## config.mk

```make
export PLATFORM = sky130hd
export DESIGN_NAME = instr_fetch_unit
export DESIGN_NICKNAME = d
export VERILOG_FILES = /design/src/rtl/fetch_pkg.sv /design/src/rtl/fetch_fifo.sv /design/src/rtl/instr_fetch_unit.sv
export SDC_FILE = /design/constraint.sdc
export NUM_CORES = 1
export LEC_CHECK = 0
export ABC_AREA = 1
export ABC_CLOCK_PERIOD_IN_PS = 7300
export CAP_MARGIN = 20
export CORE_MARGIN = 1.5
export CORE_UTILIZATION = 52
export DETAILED_ROUTE_END_ITERATION = 7
export PLACE_DENSITY = 0.9
export SKIP_CTS_REPAIR_TIMING = 1
export SLEW_MARGIN = 15
export SYNTH_ARGS = -nofsm -noshare
export SYNTH_HDL_FRONTEND = slang
export SYNTH_HIERARCHICAL = 1
export SYNTH_SLANG_ARGS = --single-unit
```

## constraint.sdc

```tcl
create_clock -name clk -period 7.3 [get_ports clk]
set_input_delay 1.095 -clock clk [delete_from_list [all_inputs] [get_ports clk]]
set_output_delay 1.095 -clock clk [all_outputs]
set_load 0.005 [all_outputs]
```

## src/rtl/fetch_pkg.sv

```systemverilog
// Shared types and constants for the instruction fetch unit.
package fetch_pkg;

    typedef struct packed {
        logic [31:0] pc;
        logic [31:0] instr;
    } fetch_entry_t;

    localparam logic [31:0] PC_STEP = 32'd4;

    typedef enum logic [0:0] {
        RUN    = 1'b0,
        HALTED = 1'b1
    } FETCH_STATE_T;

endpackage

```

## src/rtl/fetch_fifo.sv

```systemverilog
// Small {pc, instr} queue between fetch and decode with synchronous flush.
// Storage is deliberately left unreset; only the pointers and count are cleared.
module fetch_fifo
    import fetch_pkg::*;
#(
    parameter int unsigned FIFO_DEPTH = 2
) (
    input  logic                          clk,
    input  logic                          rst_i,
    input  logic                          flush_i,
    input  logic                          push_i,
    input  logic                          pop_i,
    input  fetch_entry_t                  wdata_i,
    output fetch_entry_t                  rdata_o,
    output logic                          full_o,
    output logic                          empty_o,
    output logic [$clog2(FIFO_DEPTH):0]   count_o
);

    localparam int unsigned AW = $clog2(FIFO_DEPTH);
    localparam int unsigned CW = AW + 1;

    fetch_entry_t    mem_q [FIFO_DEPTH];
    logic [AW-1:0]   head_q;
    logic [AW-1:0]   tail_q;
    logic [CW-1:0]   count_q;

    always_ff @(posedge clk) begin
        if (rst_i || flush_i) begin
            head_q  <= '0;
            tail_q  <= '0;
            count_q <= '0;
        end else begin
            if (push_i) tail_q <= tail_q + AW'(1);
            if (pop_i)  head_q <= head_q + AW'(1);
            if (push_i && !pop_i)
                count_q <= count_q + CW'(1);
            else if (pop_i && !push_i)
                count_q <= count_q - CW'(1);
        end
    end

    always_ff @(posedge clk) begin
        if (push_i && !flush_i && !rst_i)
            mem_q[tail_q] <= wdata_i;
    end

    assign rdata_o = mem_q[head_q];
    assign full_o  = (count_q == CW'(FIFO_DEPTH));
    assign empty_o = (count_q == '0);
    assign count_o = count_q;

endmodule

```

## src/rtl/instr_fetch_unit.sv

```systemverilog
// Fetch PC, RUN/HALTED control and redirect handling in front of the fetch queue.
// Optional FETCH_MISALIGN_CHK_EN adds a sticky misalign_err output for unaligned redirects.
module instr_fetch_unit
    import fetch_pkg::*;
#(
    parameter logic [31:0] RESET_PC   = 32'h0000_0000,
    parameter int unsigned FIFO_DEPTH = 2
) (
    input  logic        clk,
    input  logic        rst,
    output logic [31:0] imem_addr,
    input  logic [31:0] imem_rdata,
    input  logic        redirect_valid,
    input  logic [31:0] redirect_pc,
    input  logic        halt,
    output logic        dec_valid,
    input  logic        dec_ready,
    output logic [31:0] dec_instr,
    output logic [31:0] dec_pc
`ifdef FETCH_MISALIGN_CHK_EN
    ,
    output logic        misalign_err
`endif
);

    localparam int unsigned CW = $clog2(FIFO_DEPTH) + 1;

    FETCH_STATE_T   state_q, state_d;
    logic [31:0]    pc_q, pc_d;
    logic           push, pop;
    logic           fifo_full, fifo_empty;
    logic [CW-1:0]  fifo_count;
    fetch_entry_t   head, push_entry;

    // A redirect cancels any handshake in the same cycle, so pop is masked as well as push.
    assign dec_valid  = !fifo_empty;
    assign pop        = dec_valid && dec_ready && !redirect_valid;
    assign push       = (state_q == RUN) && !redirect_valid && (!fifo_full || pop);
    assign push_entry = '{pc: pc_q, instr: imem_rdata};

    fetch_fifo #(
        .FIFO_DEPTH (FIFO_DEPTH)
    ) u_fifo (
        .clk     (clk),
        .rst_i   (rst),
        .flush_i (redirect_valid),
        .push_i  (push),
        .pop_i   (pop),
        .wdata_i (push_entry),
        .rdata_o (head),
        .full_o  (fifo_full),
        .empty_o (fifo_empty),
        .count_o (fifo_count)
    );

    always_comb begin
        state_d = state_q;
        pc_d    = pc_q;
        if (redirect_valid) begin
            state_d = RUN;
            pc_d    = {redirect_pc[31:2], 2'b00};
        end else begin
            if (state_q == RUN && halt) state_d = HALTED;
            if (push)                   pc_d    = pc_q + PC_STEP;
        end
    end

    always_ff @(posedge clk) begin
        if (rst) begin
            state_q <= RUN;
            pc_q    <= RESET_PC;
        end else begin
            state_q <= state_d;
            pc_q    <= pc_d;
        end
    end

    assign imem_addr = pc_q;
    assign dec_instr = dec_valid ? head.instr : '0;
    assign dec_pc    = dec_valid ? head.pc    : '0;

`ifdef FETCH_MISALIGN_CHK_EN
    logic misalign_q;

    always_ff @(posedge clk) begin
        if (rst)
            misalign_q <= 1'b0;
        else if (redirect_valid && (redirect_pc[1:0] != 2'b00))
            misalign_q <= 1'b1;
    end

    assign misalign_err = misalign_q;
`endif

    logic unused_ok;
    assign unused_ok = ^{fifo_count, redirect_pc[1:0]};

endmodule

```

==> results of run 1 <==
registers in the layout, summed over array words and instances, names as in the netlist, named ones only:
signal and flops:
imem_addr 30, state_q 1, u_fifo/count_o 2, u_fifo/head_q 1, u_fifo/mem_q 128, u_fifo/tail_q 1
final cells by class:
class / count / area [um2] / area share [%]
Tap cell: 184 / 230 / 2.26
Sequential cell: 164 / 4570 / 44.9
Inverter: 125 / 469 / 4.61
Timing Repair Buffer: 166 / 1650 / 16.2
Clock inverter: 10 / 98.8 / 0.971
Clock buffer: 22 / 484 / 4.76
Multi-Input combinational cell: 436 / 2680 / 26.3
through the flow:
stage	hold WS [ns]	area (um2)	utilization [%]	total power, mW
6_report	0.469	10200	69.2	2.16
5_1_grt	0.520	10200	69.2	2.23
4_1_cts	0.466	10200	69.2	2.18
3_5_place_dp	0.456	9590	65.3	1.32
3_3_place_gp	0.452	9590	65.3	1.31
2_1_floorplan	0.444	7910	-	1.18
worst register-to-register path: stages (launching register included):
cell and delay, ns:
dfxtp_1 0.42, nor2_4 0.05, inv_2 0.06, nand2_1 0.06
nand2_1 0.10, nand2_4 0.10, nor2_2 0.71, nand2_1 0.24
nor2_4 0.51, buf_4 0.64
layer usage:
layer  vias up  global-route usage, %  share of wire, %
met3        32                   4.80               5.2
li1       2745                      -                 -
met5         -                      0                 0
met2       206                   37.8                51
met4         0                   8.65               2.5
met1      2607                   25.6                41
layout by cell type, fill, tap and decap left out, types with 2 or more instances in the layout:
master and count:
a31oi_1 2, clkdlybuf4s50_1 161, nor2_4 8, buf_4 5, nand2_1 124, conb_1 6, mux2_4 60, nor2_2 10
ha_1 2, nor3_1 3, nand3_1 32, xnor2_1 5, inv_1 122, clkinvlp_4 5, nor2_1 105, nand2_4 4
clkbuf_8 4, inv_2 3, o21bai_1 4, or2_1 2, a21oi_1 29, clkbuf_16 17, o21ai_0 18, nand2_2 3
clkinv_4 2, mux2_2 4, edfxtp_1 128, o21ai_1 6, and2_1 2, dfxtp_1 35
cells by family (layout without fill, tap and decap cells):
kind of cell | Yosys count | count (layout)
other cells | 1 | 6
flops | 164 | 164
simple gates | 296 | 296
xor+xnor | 6 | 6
compound gates | 62 | 62
fa+ha+maj | 2 | 2
buf+inv | 151 | 323
mux | 64 | 64
power breakdown:
| group | switching, mW | internal [mW] | leakage [nW] |
|---|---|---|---|
| Sequential | 0.0277 | 1.04 | 1.46 |
| Clock | 0.358 | 0.507 | 0.271 |
| Combinational | 0.102 | 0.131 | 2.19 |
| Total | 0.488 | 1.67 | 3.92 |
worst paths after layout:
| check | from | to | slack, ns | depth (start not counted) |
|---|---|---|---|---|
| setup / recovery | redirect_valid | u_fifo/mem_q[0][38]$_DFFE_PP_ | 2.86 | 5 |
| hold / removal | u_fifo/tail_q$_SDFFE_PP0P_ | u_fifo/tail_q$_SDFFE_PP0P_ | 0.47 | 2 |
| setup reg to reg | u_fifo/count_o[0]$_SDFFE_PP0P_ | u_fifo/mem_q[0][38]$_DFFE_PP_ | 4.01 | 9 |
| hold reg to reg | u_fifo/tail_q$_SDFFE_PP0P_ | u_fifo/tail_q$_SDFFE_PP0P_ | 0.47 | 2 |
==> results_dict.tcl, run 1 <==
set metrics [dict create \
    worst_pin_slew_ns 1.07 \
    cpMaxStageDelayCell "nor2_2" \
    gp_congestion 0.894 \
    relSlewSlack_pct 28.4 \
    root_buffer "clkbuf_16" \
    crit_required_ns 7.35 \
    drv_cap 0 \
    drive_above_1_share_pct 14.2 \
    dieArea_mm2 0.0159 \
    synth_top_family_by_area "simple AND/OR/NAND/NOR gates" \
    status "finished, final reports clean" \
    area_growth_pct 28.9 \
    ioPinCount 166 \
    synth-simple-area-share_pct 16.2 \
    synth_ff_type "edfxtp_1" \
    antenna_found_initial 0 \
    grt_pass1_vias 5363 \
    grt_use_total_pct 21.5 \
    grt_max_degree 65 \
    n_fill_cell 1046 \
    synth-edff-count 128 \
    path_class "primary input to register" \
    synth_top_area_share_pct 48.7 \
    tns_ns 0 \
    worstPathBufferInverterCount 2 \
    ys_top_cells_by_area "edfxtp_1 49%, mux2_4 11%, dfxtp_1 9.1%" \
    period_share_pct 60.9 \
    skew_ns 0.00711 \
    yosys_warnings 6 \
    fmax_mhz 225 \
    ant_nets 0 \
    slew_viol_final 0 \
    grt_pass1_wl_mm 26.4 \
    synth_common_cells "128 x edfxtp_1, 124 x nand2_1, 122 x inv_1" \
    post_drt_wl_per_cell_um 15.1 \
    synth_compound_area_share_pct 4.20 \
    synth_fa_ha_area_share_pct 0.317 \
    via_count 5590 \
    synth.largest_area_cell "edfxtp_1" \
    end_kind "register" \
    clock-sinks 164 \
    dr.first_iter.drc_count 459 \
    clock_latency_ns 0.42 \
    yosys.area_share.xor_xnor_pct 0.666 \
    port_buffers 161 \
    ys_seq_area_share_pct 57.8 \
    overflow 0 \
    htree_levels 4 \
    placed_cells 1075 \
    cp-start-kind "primary input" \
    cp.arrival_ns 4.50 \
    yosysMostFrequentCell "edfxtp_1" \
    p_per_area_mw_per_mm2 212 \
    min_period_ns 4.44 \
    synth_area_per_cell_um2 10.6 \
    rsz0062_at_grt "false" \
    clk_path_buf_depth 2 \
    ys_seq_elements 164 \
    syn_inst 746 \
    initial_utilization_pct 53.7 \
    cts_tree "built" \
    hold_class "register to register" \
    viasPerCell 5.05 \
    die_w_um 126 \
    cts_buffers 17 \
    peakVddDrop_mv 0.163 \
    pre_cts_slack_ns 2.41 \
    wl_mm 16.7 \
    crit_path_max_fanout 48 \
    synthArstFlopShare_pct 0 \
    drc 0 \
    final_cells 1107 \
    synthesis.area_mm2 0.00789 \
    muxShareOfSynthArea_pct 12.0 \
    p_leak_nw 3.92 \
    finalWorstSetupSlack_ns 2.86 \
    path_delay_family "simple AND/OR/NAND/NOR gates" \
    hold_viol 0 \
    n_antenna_cell 0 \
    max_stage_delay_ns 1.00 \
    core-area_mm2 0.0147 \
    clk_pin_slew_ns 0.06 \
    dp_hpwl_mm 11.3 \
    ys_types 36 \
    dr.pass1.iters 6 \
    die_h_um 126 \
    num_rows 44 \
    fin_nets 981 \
    worstPathCellList "clkdlybuf4s50_1 -> nor2_2 -> nand2_1 -> nor2_4 -> buf_4" \
    setup_viol 0 \
]
(Power assumes the default switching activity.)
==> run 2: changes to the inputs <==
--- a/config.mk
+++ b/config.mk
@@ -6,12 +6,12 @@
 export NUM_CORES = 1
 export LEC_CHECK = 0
 export ABC_AREA = 1
-export ABC_CLOCK_PERIOD_IN_PS = 7300
+export ABC_CLOCK_PERIOD_IN_PS = 3900
 export CAP_MARGIN = 20
 export CORE_MARGIN = 1.5
-export CORE_UTILIZATION = 52
+export CORE_UTILIZATION = 47
 export DETAILED_ROUTE_END_ITERATION = 7
-export PLACE_DENSITY = 0.9
+export PLACE_DENSITY = 0.86
 export SKIP_CTS_REPAIR_TIMING = 1
 export SLEW_MARGIN = 15
 export SYNTH_ARGS = -nofsm -noshare
==> constraint.sdc (replaced) <==
create_clock -name clk -period 3.9 [get_ports clk]
set_input_delay 0.585 -clock clk [delete_from_list [all_inputs] [get_ports clk]]
set_output_delay 0.585 -clock clk [all_outputs]
set_load 0.005 [all_outputs]
==> run 2 against run 1 <==
Against the previous run: cell area is 1.4% higher; die area is 10% higher; sequential share of layout area decreased by 0.63 points; clock skew increased by 0.0011 ns; highest routed layer unchanged; worst setup slack lost 2.1 ns; count of clock-buffer cells in the layout fell by 2; critical endpoint is now dec_pc[7]; combinational power is 89% higher; cell count up 3.5%.
==> results_dict.tcl, run 2 (synthesis gave the netlist of run 1 again) <==
set metrics [dict create \
    path_class "register to primary output" \
    setup_viol 0 \
    clock-sinks 164 \
    viasPerCell 4.88 \
    swShare_pct 21.7 \
    clk_path_buf_depth 2 \
    ant_nets 0 \
    r2r_cells 10 \
    core-area_mm2 0.0165 \
    met2_usage_pct 34.8 \
    root_buffer "clkbuf_16" \
    p_sw_mw 0.905 \
    post_drt_wl_per_cell_um 14.9 \
    p_per_area_mw_per_mm2 404 \
    cp.arrival_ns 2.51 \
    rsz0062_at_grt "false" \
    cp-start-kind "register" \
    layout_common_cells "161 x clkdlybuf4s50_1, 128 x edfxtp_1, 124 x nand2_1" \
    wl_mm 17.1 \
    overflow 0 \
    whs_path_depth 2 \
    n_fill_cell 1308 \
    grt_pass1_wl_mm 27.3 \
    grt_use_total_pct 20.0 \
    worstPathCellList "buf_4 -> mux2_4 -> inv_1 -> nor2_1 -> clkdlybuf4s50_1" \
    top_register "u_fifo/mem_q" \
    met1_usage_pct 23.4 \
    grt_util_met3_pct 4.90 \
    end_kind "primary output" \
    dieArea_mm2 0.0176 \
    num_rows 47 \
    cpMaxStageDelayCell "dfxtp_4" \
    area_growth_pct 30.8 \
    cts_tree "built" \
    hold_ws_ns 0.475 \
    status "finished, final reports clean" \
    worstReg2RegEnd "u_fifo/mem_q[1][39]$_DFFE_PP_" \
    dp_hpwl_mm 11.6 \
    antenna_found_initial 0 \
    finalPower_mw 4.17 \
    fin_util_pct 62.7 \
    crit_required_ns 3.31 \
    clkPwrFrac_pct 41.6 \
    hold_path_end "u_fifo/tail_q$_SDFFE_PP0P_" \
    gp_congestion 0.885 \
    worst_pin_slew_ns 0.719 \
    ioPinCount 166 \
    grt_max_degree 65 \
    placedInstanceArea_mm2 0.00971 \
    drv_cap 0 \
    peakVddDrop_mv 0.313 \
    largest_register_ffs 128 \
    reg2reg_slack_ns 1.57 \
    r2r-start "u_fifo/count_o[0]$_SDFFE_PP0P_" \
    dr.first_iter.drc_count 391 \
    tns_ns 0 \
    n_antenna_cell 0 \
    p_leak_nw 3.97 \
    stdcell_area_mm2 0.0103 \
    htree_levels 4 \
    cts_buffers 17 \
    die_h_um 133 \
    crit_path_max_fanout 35 \
    port_buffers 161 \
    drc 0 \
    skew_ns 0.00816 \
    clock_latency_ns 0.42 \
    clk_pin_slew_ns 0.06 \
    internal_power_mw 3.26 \
    grt_pass1_vias 5572 \
    initial_utilization_pct 47.9 \
    max_stage_delay_ns 0.82 \
    fmax_mhz 323 \
    slew_viol_final 0 \
    dr.pass1.iters 5 \
    hold_viol 0 \
    holdCritStartpoint "u_fifo/tail_q$_SDFFE_PP0P_" \
    hold_class "register to register" \
    pwr-share-comb_pct 10.6 \
    final_common_cell "clkdlybuf4s50_1" \
    drive_above_1_share_pct 14.3 \
    period_share_pct 79.4 \
    via_count 5596 \
    fin_nets 984 \
    min_period_ns 3.09 \
    die_w_um 133 \
    busiest_layer "met2" \
    relSlewSlack_pct 52.0 \
    seqPwrFrac_pct 47.8 \
]
run 2: changes by cell type in the layout (fill, tap and decap cells not counted), sizes merged:
cell | previous run | this run
clkinv | 3 | 5
clkbuf | 22 | 20
bufinv | 1 | 4
clkinvlp | 5 | 2
buf | 5 | 8
run 2: worst max-delay path by stage:
stage / from / endpoint / slack [ns]
after floorplan: dec_ready / u_fifo/mem_q[0][0]$_DFFE_PP_ / 0.57
after detailed placement: redirect_valid / u_fifo/mem_q[1][10]$_DFFE_PP_ / 0.99
after global placement: redirect_valid / u_fifo/mem_q[1][7]$_DFFE_PP_ / 1.03
final: register / dec_pc[7] / 0.81
after CTS: register / dec_instr[31] / 0.78
after global routing: register / dec_pc[8] / 0.69
run 2: area by class of cell:
cell class	count	area, um2	share of cell area [%]
clock buffer	20	437	4.23
clock inverter	12	180	1.75
inverter	125	469	4.55
multi-input combinational	436	2680	26.0
sequential	164	4570	44.3
tap	220	275	2.67
timing repair buffer	169	1710	16.6
run 2: critical path, delay by kind of cell, from the launching register on:
family,cells,cell delay (ns)
flip-flops,1,0.82
multiplexers,1,0.32
buffers and inverters,3,0.91
AND/OR/NAND/NOR,1,0.04
run 2: layer usage:
metal / routed length, um / up-vias
met2: 8610 / 190
met4: 423 / 0
li1: - / 2744
met1: 7050 / 2631
met5: 0 / -
met3: 1020 / 31
run 2: per-stage QoR:
step	worst slack (ns)	std cells
final	0.805	1146
after global routing	0.695	1146
after CTS	0.779	1146
after detailed placement	0.986	1114
after global placement	1.03	1114
after floorplan	0.572	751
run 2: power groups by stage:
stage               clock network [mW]  registers (mW)  logic, mW
floorplan                            0            2.01      0.207
global placement                     0            2.02      0.431
CTS                               1.76            1.99      0.446
finish                            1.73            1.99      0.441
detailed placement                   0            2.03      0.443
global route                      1.83            2.00      0.483
